`config.mk`:
```
export PLATFORM = sky130hd
export DESIGN_NAME = prog_loader_stream
export DESIGN_NICKNAME = d
export VERILOG_FILES = /design/src/rtl/prog_loader_stream.sv
export SDC_FILE = /design/constraint.sdc
export NUM_CORES = 1
export LEC_CHECK = 0
export CAP_MARGIN = 20
export CORE_MARGIN = 2
export CORE_UTILIZATION = 45
export DETAILED_ROUTE_END_ITERATION = 6
export GPL_ROUTABILITY_DRIVEN = 1
export PLACE_DENSITY = 0.67
export SLEW_MARGIN = 20
export SYNTH_ARGS = -nofsm -noshare
export SYNTH_HDL_FRONTEND = slang
export SYNTH_SLANG_ARGS = --single-unit
```
`constraint.sdc`:
```
create_clock -name clk -period 18.75 [get_ports clk]
set_clock_uncertainty 0.05 [all_clocks]
set_input_delay 1.875 -clock clk [delete_from_list [all_inputs] [get_ports clk]]
set_output_delay 1.875 -clock clk [all_outputs]
set_load 0.1 [all_outputs]
```
`src/rtl/prog_loader_stream.sv`:
```
// Streamed program loader: packs instruction words into imem lines, writes data words to dmem,
// and keeps the core in reset until the image is complete. Optional trailing checksum: PROG_LOADER_CHECKSUM_EN.
module prog_loader_stream #(
    parameter int FETCH_WIDTH = 4,
    parameter int IMEM_ADDR_W = 9,
    parameter int DMEM_ADDR_W = 14
) (
    input  logic                      clk,
    input  logic                      reset,
    input  logic                      in_valid,
    input  logic [31:0]               in_data,
    output logic                      in_ready,
    input  logic                      reload,
    output logic                      imem_we,
    output logic [IMEM_ADDR_W-1:0]    imem_addr,
    output logic [FETCH_WIDTH*32-1:0] imem_wdata,
    output logic                      dmem_we,
    output logic [DMEM_ADDR_W-1:0]    dmem_addr,
    output logic [31:0]               dmem_wdata,
    output logic                      core_reset,
    output logic                      done,
    output logic                      err
);
    localparam int          LINE_W = FETCH_WIDTH * 32;
    localparam int          LANE_W = (FETCH_WIDTH > 1) ? $clog2(FETCH_WIDTH) : 1;
    localparam logic [31:0] NOP    = 32'h00000013;
    localparam logic [32:0] I_CAP  = 33'(FETCH_WIDTH) << IMEM_ADDR_W;
    localparam logic [32:0] D_CAP  = 33'd1 << DMEM_ADDR_W;

    typedef enum logic [2:0] {
        HDR_I, LOAD_I, FLUSH, HDR_D, LOAD_D, CHK, DONE, ERR
    } state_t;

`ifdef PROG_LOADER_CHECKSUM_EN
    localparam state_t DATA_END = CHK;
    logic [31:0] sum;
`else
    localparam state_t DATA_END = DONE;
`endif

    state_t              state;
    logic [31:0]         n_i, n_d, cnt;
    logic [LANE_W-1:0]   lane;
    logic [IMEM_ADDR_W-1:0] line_idx;
    logic [LINE_W-1:0]   line_buf, line_next;
    logic                xfer, line_full, last_i, last_d;

    // Handshake: a word moves on any cycle where in_valid and in_ready are both high;
    // in_ready depends only on the registered state, never on in_valid.
    assign in_ready  = (state == HDR_I) || (state == LOAD_I) || (state == HDR_D) ||
                       (state == LOAD_D) || (state == CHK);
    assign xfer      = in_valid & in_ready;
    assign line_full = (lane == LANE_W'(FETCH_WIDTH - 1));
    assign last_i    = (cnt == n_i - 32'd1);
    assign last_d    = (cnt == n_d - 32'd1);

    // Lane 0 sits in the most significant word of the line.
    always_comb begin
        line_next = line_buf;
        for (int k = 0; k < FETCH_WIDTH; k++) begin
            if (lane == LANE_W'(k)) line_next[LINE_W-1-32*k -: 32] = in_data;
        end
    end

    always_ff @(posedge clk or posedge reset) begin
        if (reset) begin
            state      <= HDR_I;
            n_i        <= '0;
            n_d        <= '0;
            cnt        <= '0;
            lane       <= '0;
            line_idx   <= '0;
            line_buf   <= {FETCH_WIDTH{NOP}};
            imem_we    <= 1'b0;
            imem_addr  <= '0;
            imem_wdata <= '0;
            dmem_we    <= 1'b0;
            dmem_addr  <= '0;
            dmem_wdata <= '0;
            core_reset <= 1'b1;
            done       <= 1'b0;
            err        <= 1'b0;
`ifdef PROG_LOADER_CHECKSUM_EN
            sum        <= '0;
`endif
        end else begin
            imem_we <= 1'b0;
            dmem_we <= 1'b0;
            case (state)
                HDR_I: if (xfer) begin
                    n_i <= in_data;
                    cnt <= '0;
                    if ({1'b0, in_data} > I_CAP) begin
                        state <= ERR;
                        err   <= 1'b1;
                    end else if (in_data == 32'd0) begin
                        state <= HDR_D;
                    end else begin
                        state <= LOAD_I;
                    end
                end
                LOAD_I: if (xfer) begin
                    cnt <= cnt + 32'd1;
`ifdef PROG_LOADER_CHECKSUM_EN
                    sum <= sum + in_data;
`endif
                    if (line_full) begin
                        imem_we    <= 1'b1;
                        imem_addr  <= line_idx;
                        imem_wdata <= line_next;
                        line_idx   <= line_idx + IMEM_ADDR_W'(1);
                        line_buf   <= {FETCH_WIDTH{NOP}};
                        lane       <= '0;
                    end else begin
                        line_buf <= line_next;
                        lane     <= lane + LANE_W'(1);
                    end
                    if (last_i) state <= line_full ? HDR_D : FLUSH;
                end
                FLUSH: begin
                    // Unfilled lanes still hold the NOP fill loaded at line start.
                    imem_we    <= 1'b1;
                    imem_addr  <= line_idx;
                    imem_wdata <= line_buf;
                    line_idx   <= line_idx + IMEM_ADDR_W'(1);
                    line_buf   <= {FETCH_WIDTH{NOP}};
                    lane       <= '0;
                    state      <= HDR_D;
                end
                HDR_D: if (xfer) begin
                    n_d <= in_data;
                    cnt <= '0;
                    if ({1'b0, in_data} > D_CAP) begin
                        state <= ERR;
                        err   <= 1'b1;
                    end else if (in_data == 32'd0) begin
                        state <= DATA_END;
                        if (DATA_END == DONE) begin
                            done       <= 1'b1;
                            core_reset <= 1'b0;
                        end
                    end else begin
                        state <= LOAD_D;
                    end
                end
                LOAD_D: if (xfer) begin
                    dmem_we    <= 1'b1;
                    dmem_addr  <= cnt[DMEM_ADDR_W-1:0];
                    dmem_wdata <= in_data;
                    cnt        <= cnt + 32'd1;
`ifdef PROG_LOADER_CHECKSUM_EN
                    sum        <= sum + in_data;
`endif
                    if (last_d) begin
                        state <= DATA_END;
                        if (DATA_END == DONE) begin
                            done       <= 1'b1;
                            core_reset <= 1'b0;
                        end
                    end
                end
`ifdef PROG_LOADER_CHECKSUM_EN
                CHK: if (xfer) begin
                    if (in_data == sum) begin
                        state      <= DONE;
                        done       <= 1'b1;
                        core_reset <= 1'b0;
                    end else begin
                        state <= ERR;
                        err   <= 1'b1;
                    end
                end
`endif
                DONE, ERR: if (reload) begin
                    state      <= HDR_I;
                    core_reset <= 1'b1;
                    done       <= 1'b0;
                    err        <= 1'b0;
                    n_i        <= '0;
                    n_d        <= '0;
                    cnt        <= '0;
                    lane       <= '0;
                    line_idx   <= '0;
                    line_buf   <= {FETCH_WIDTH{NOP}};
`ifdef PROG_LOADER_CHECKSUM_EN
                    sum        <= '0;
`endif
                end
                default: state <= ERR;
            endcase
        end
    end
endmodule
```
==> results by group, run 1 <==
Die
  • Initial core utilization: 45.29%
  • Die width: about 210 microns
  • Rows: 77
  • Core Footprint: 43930 sq um
  • Height of the die: around 210 microns
  • Top Ports: between 200 and 250
  • Die ar.: 45910 sq um

Global routing
  • Total gr overflow: 0
  • Vias in the first global route: 15760
  • Global-route usage over all layers: approximately 25%
  • Global-route wire length before repair: 91.68 mm
  • Initial antenna violation count: 2
  • Largest net degree at the start of global routing: 269

Clock network
  • CTS resizes: 0
  • CTS Root Cell: clkbuf_16
  • Clk Latency, worst-skew pair: approximately 0.59 ns
  • Hold Buf Count CTS: 0
  • H-tree levels: 2
  • Post-CTS Setup Inserts: 0
  • Clock Tree Buf Depth: 3
  • Clk slew on worst S/H paths: about 0.060 ns
  • Total CTS buffers: 46
  • CTS tree: yes
  • Sink Count: roughly 430

Flow run
  • Max-cap viol count: 0

Timing
  • Worst slew pin tran: 1.105 ns
  • Fmax: about 0.20 GHz
  • Slew Limit Fails: 0
  • Max_slew headroom: 26.05%
  • Minimum clock period after layout: 5.082 ns
  • Setup repair after global routing missed its margin: no
  • Setup TNS: 0 ns
  • Fin crit share: 27.10%
  • Hold Fails Final Rpt: 0
  • Final number of setup-violating endpoints: 0

Synth
  • Sequential share of the synthesized area: 53.66%
  • Syn_nets: 2085
  • Synth async-reset ratio: 100.0%
  • Syn Std Cell Area: a little under 20000 sq um
  • YS warnings: 0
  • Library cells used by synthesis: 67
  • Syn Area/Cell: 9.748 sq um
  • Ys flop type: dfrtp_1
  • Number of synthesized flops with an enable pin: 0
  • Gate count after technology mapping: 2041
  • Seq cells post-synth: 426

Place
  • GPL Wtd Cong: 0.9205
  • Placed wire-length estimate: 38.11 mm
  • Port Buf Inserts: 224
  • DP Area: 22490 sq um

Outcome
  • Status: finished clean

Detailed routing
  • ANT nets after route: 0
  • Initial DRT Pass Iterations: 5
  • Via density: approximately 5.6
  • WL per Instance: 20.82 microns
  • 1st-iter DRT viols: 1302
  • Via count: 15700
  • # DRC: 0
  • Overall routed net length: 58.27 mm

Layout
  • Multi-input logic area: 8563 sq um
  • Commonest non-fill, non-tap cell in the layout: dfrtp_1
  • Design area: 24220 sq um
  • Filler Cell Count: 3923
  • Share of cells above drive strength 1: 6.939%
  • Layout Nets: 2211
  • Area growth, synth to finish: 21.75%
  • Most frequent cells in the layout: dfrtp_1, nand2_1, clkdlybuf4s50_1
  • Sequential cell area: approximately 11000 sq um

Setup path
  • CP endpoint kind: output port
  • Delay-heaviest family, CP: buffers and inverters
  • Critical path, cell by cell: inv_1 -> nand2_1 -> and2_1 -> inv_1 -> clkdlybuf4s50_1
  • Startpoint class of the critical path: register
  • Slowest CP cell: clkdlybuf4s50_1
  • Most frequent CP cell: inv_1
  • Critical path peak fanout: 19
  • CP bufs+invs: 3
  • Worst Path Arrival: 3.16 ns
  • Required time of the critical path: 16.83 ns
  • Kind of critical path: reg2out
  • Crit-path max cell delay: ~1.2 ns

Hold path
  • Min-Delay Path Class: reg2reg
## metal layers
layer	vias up	track usage [%]	part of all wire, %	routed length [microns]
met3	116	6.213	7.1	4126
met2	508	39.23	46	26590
met5	-	0	0	0
met4	0	10.02	3.7	2167
met1	7775	34.78	44	25390
li1	7300	-	-	-
## area by class of cell
cell class,instances,area share [%]
clock buffer,68,5.883
sequential,426,44.08
inverter,24,0.4029
antenna,2,0.02066
clock inverter,18,1.111
multi-input combinational,1427,35.35
timing repair buffer,242,10.10
tap,592,3.058
## synth_stat cells (all sizes together), types with 7 or more instances
cell,count,share of area [%]
nor2,214,4.0
nand3b,7,0.26
nand4,15,0.47
dfstp,13,1.7
clkbuf,128,2.4
o21ai,107,2.7
ha,8,0.50
o22a,10,0.44
mux2,16,0.91
mux2i,131,6.6
or3,15,0.50
buf,36,0.72
dfrtp,413,52
nand2b,7,0.22
and2,31,0.97
and3,9,0.28
nand2,316,6.0
a22o,81,3.6
nand3,40,1.0
xor2,48,2.1
nor3,29,0.73
a21oi,155,3.9
inv,24,0.45
nor4,25,0.79
xnor2,57,2.5
a31oi,9,0.28
## cell families after synthesis
| logic type | synth area share [%] |
|---|---|
| simple gates | 16.99 |
| flops | 53.66 |
| compound gates | 13.13 |
| buf+inv | 3.597 |
| mux | 7.496 |
| xor+xnor | 4.622 |
| fa+ha+maj | 0.5031 |
## state kept, by name (all words and copies together) (netlist names)
register	flops
n_i	32
line_idx	9
dmem_addr	14
imem_addr	9
dmem_wdata	32
imem_we	1
done	1
state	3
core_reset	1
dmem_we	1
imem_wdata	128
lane	2
err	1
line_buf	128
cnt	32
n_d	32
## worst min-delay path: cells and delay by family (launching register included)
family | cells | cell delay (ns)
DFF | 1 | 0.34
and+or+nand+nor | 2 | 0.10
## worst paths after layout
check                                  start              to  slack, ns  cells past startpoint
worst max register to register        n_i[0]        state[0]      14.60                     11
min in group asynchronous              reset    dmem_addr[6]       1.75                      2
worst max-delay path                state[2]        in_ready      13.67                      5
worst min register to register  dmem_addr[9]    dmem_addr[9]       0.42                      2
worst min-delay path            dmem_addr[9]    dmem_addr[9]       0.42                      2
max in group asynchronous              reset  imem_wdata[53]      14.63                      4
## per-stage QoR
stage | setup WS (ns) | hold WS [ns] | cells | util, %
2_1_floorplan | 4.985 | 0.4033 | 2041 | -
3_3_place_gp | 13.62 | 0.4079 | 2709 | 51.11
3_5_place_dp | 13.60 | 0.4136 | 2710 | 51.19
4_1_cts | 13.69 | 0.4278 | 2796 | 55.04
5_1_grt | 13.54 | 0.4494 | 2799 | 55.14
6_report | 13.67 | 0.4203 | 2799 | 55.14
Power of run 1 is left out: the tool's default activity adds up to more than one toggle a clock period on the data nets, which glitch-free logic cannot reach.
==> run 2: changes to the inputs <==
--- a/config.mk
+++ b/config.mk
@@ -10,7 +10,7 @@
 export CORE_UTILIZATION = 45
 export DETAILED_ROUTE_END_ITERATION = 6
 export GPL_ROUTABILITY_DRIVEN = 1
-export PLACE_DENSITY = 0.67
+export PLACE_DENSITY = 0.7
 export SLEW_MARGIN = 20
 export SYNTH_ARGS = -nofsm -noshare
 export SYNTH_HDL_FRONTEND = slang
==> constraint.sdc (replaced) <==
create_clock -name clk -period 4.1 [get_ports clk]
set_clock_uncertainty 0.05 [all_clocks]
set_input_delay 0.41 -clock clk [delete_from_list [all_inputs] [get_ports clk]]
set_output_delay 0.41 -clock clk [all_outputs]
set_load 0.1 [all_outputs]
==> results by group, run 2 (synthesis results as in run 1) <==
Outcome
  • Status: finished clean (unchanged)

Global routing
  • Global-route wire length before repair: 91.87 mm (was 91.68 mm)
  • Initial antenna violation count: 2 (unchanged)
  • Met1 usage: 35.32% (was 34.78%)
  • GR peak layer: met2 (unchanged)
  • Total gr overflow: 0 (unchanged)
  • Met2 Use GR: 40.23% (was 39.23%)
  • Global-route usage over all layers: 25.40% (was 25.46%)
  • Vias in the first global route: 15910 (was 15760)
  • Largest net degree at the start of global routing: 144 (was 269)
  • Met3 Use GR: 4.894% (was 6.213%)

Clock network
  • Sink Count: 426 (unchanged)
  • H-tree levels: 2 (unchanged)
  • Total CTS buffers: 46 (unchanged)
  • CTS Root Cell: clkbuf_16 (unchanged)
  • Clk slew on worst S/H paths: 0.07 ns (was 0.06 ns)
  • Clk Latency, worst-skew pair: 0.60 ns (was 0.59 ns)
  • CTS tree: yes (unchanged)
  • Clock Tree Buf Depth: 3 (unchanged)

Layout
  • Most frequent cells in the layout: dfrtp_1, nand2_1, clkdlybuf4s50_1 (unchanged)
  • Largest regs: imem_wdata: 128 flops, line_buf: 128 flops (unchanged)
  • Share of cells above drive strength 1: 8.307% (was 6.939%)
  • Area growth, synth to finish: 23.31% (was 21.75%)
  • Layout Nets: 2247 (was 2211)
  • Commonest non-fill, non-tap cell in the layout: dfrtp_1 (unchanged)
  • Final Util: 55.85% (was 55.14%)

Die
  • Height of the die: 214.3 microns (unchanged)
  • Die width: 214.3 microns (unchanged)
  • Die ar.: 45910 sq um (unchanged)
  • Initial core utilization: 45.29% (unchanged)
  • Rows: 77 (unchanged)
  • Core Footprint: 43930 sq um (unchanged)
  • Top Ports: 225 (unchanged)

Detailed routing
  • Overall routed net length: 58.15 mm (was 58.27 mm)
  • 1st-iter DRT viols: 1280 (was 1302)
  • WL per Instance: 20.53 microns (was 20.82 microns)
  • Via count: 15830 (was 15700)
  • Initial DRT Pass Iterations: 5 (unchanged)
  • Via density: 5.590 (was 5.609)
  • # DRC: 0 (unchanged)
  • ANT nets after route: 0 (unchanged)

Timing
  • Fin crit share: 93.11%
  • Max_slew headroom: 25.44% (was 26.05%)
  • Hold Fails Final Rpt: 0 (unchanged)
  • Fmax: between 0.2 and 0.3 GHz
  • Minimum clock period after layout: 3.817 ns
  • Final number of setup-violating endpoints: 0 (unchanged)
  • Slew Limit Fails: 0 (unchanged)
  • Worst slew pin tran: 1.115 ns (was 1.105 ns)
  • Setup repair after global routing missed its margin: no (unchanged)

Setup path
  • Critical path peak fanout: 10 (was 19)
  • CP endpoint kind: register (was output port)
  • Startpoint class of the critical path: register (unchanged)
  • Worst Path Arrival: 4.26 ns (was 3.16 ns)
  • Required time of the critical path: 4.55 ns (was 16.83 ns)
  • Kind of critical path: reg2reg (was reg2out)

Place
  • Port Buf Inserts: 224 (unchanged)
  • Placed wire-length estimate: 39.52 mm (was 38.11 mm)
  • GPL Wtd Cong: 0.8908 (was 0.9205)

Hold path
  • Min-Delay Path Class: in2async (was reg2reg)

Flow run
  • Max-cap viol count: 0 (unchanged)
-- run 2: cell count changes in the layout (fill, tap and decap cells not counted), moves of 2 or more --
cell and delta:
bufinv_16 +3, buf_12 +8, clkbuf_1 +3, clkbuf_8 -9, clkinv_8 -2, buf_16 -2
buf_4 +32
-- run 2: stage by stage --
stage	worst slack, ns	cell area (sq um)	hold slack, ns	TNS (ns)	std cells
after detailed placement	0.2167	22810	0.4134	0	2746
after CTS	0.2201	24490	0.3563	0	2830
after global placement	0.3416	22790	0.4093	0	2745
after floorplan	-2.099	19900	0.4033	-873.48	2041
final	0.2826	24530	0.09262	0	2832
after global routing	0.03990	24530	0.1074	0	2831
-- run 2: worst paths after layout --
check | start | end | slack [ns] | cells after the start
worst max-delay path | n_i[0] | state[0] | 0.28 | 11
worst min-delay path | reset | dmem_addr[2] | 0.09 | 2
worst max register to register | n_i[0] | state[0] | 0.28 | 11
worst min register to register | dmem_wdata[15] | dmem_wdata[15] | 0.42 | 2
max in group asynchronous | reset | imem_wdata[46] | 2.83 | 4
min in group clk | dmem_wdata[15] | dmem_wdata[15] | 0.42 | 2
-- run 2: final cells by class --
type                            instances  area (sq um)
Antenna cell                            1         2.502
Clock buffer                           61          1287
Clock inverter                         23         391.6
Fill cell                            3837         19400
Inverter                               24         93.84
Multi-Input combinational cell       1427          8572
Sequential cell                       426         10680
Tap cell                              592         740.7
Timing Repair Buffer                  278          2770
-- run 2: worst max-delay path, stage by stage, from the launching register on --
cell,delay (ns)
dfrtp_1,0.42
inv_1,0.10
ha_1,0.26
or4b_2,0.64
or2_2,0.41
nor4_1,0.32
mux2_2,0.38
o21ai_0,0.23
o2111ai_1,0.15
nor4_1,0.39
nand2_1,0.11
a32o_1,0.26
-- run 2: timing repair --
item	CTS	global route
hold endpoints to repair	0	0
endpoints found under the setup margin	0	3
hold buffers	0	0
setup buffers	0	0
resized for setup	0	2
-- run 2: layer usage --
layer	wire length, microns	share of wire [%]
met5	12	0.021
met3	3693	6.4
met2	27020	46
met1	25710	44
met4	1707	2.9
Power of run 2 is left out for the same reason.
==> run 3: changes to the inputs <==
--- a/config.mk
+++ b/config.mk
@@ -8,6 +8,7 @@
 export CAP_MARGIN = 20
 export CORE_MARGIN = 2
 export CORE_UTILIZATION = 45
+export CTS_CLUSTER_SIZE = 20
 export DETAILED_ROUTE_END_ITERATION = 6
 export GPL_ROUTABILITY_DRIVEN = 1
 export PLACE_DENSITY = 0.7
==> results of run 3 <==
Final layout, timing and power as in run 2 (identical DEF).
Power of run 3 is left out for the same reason.
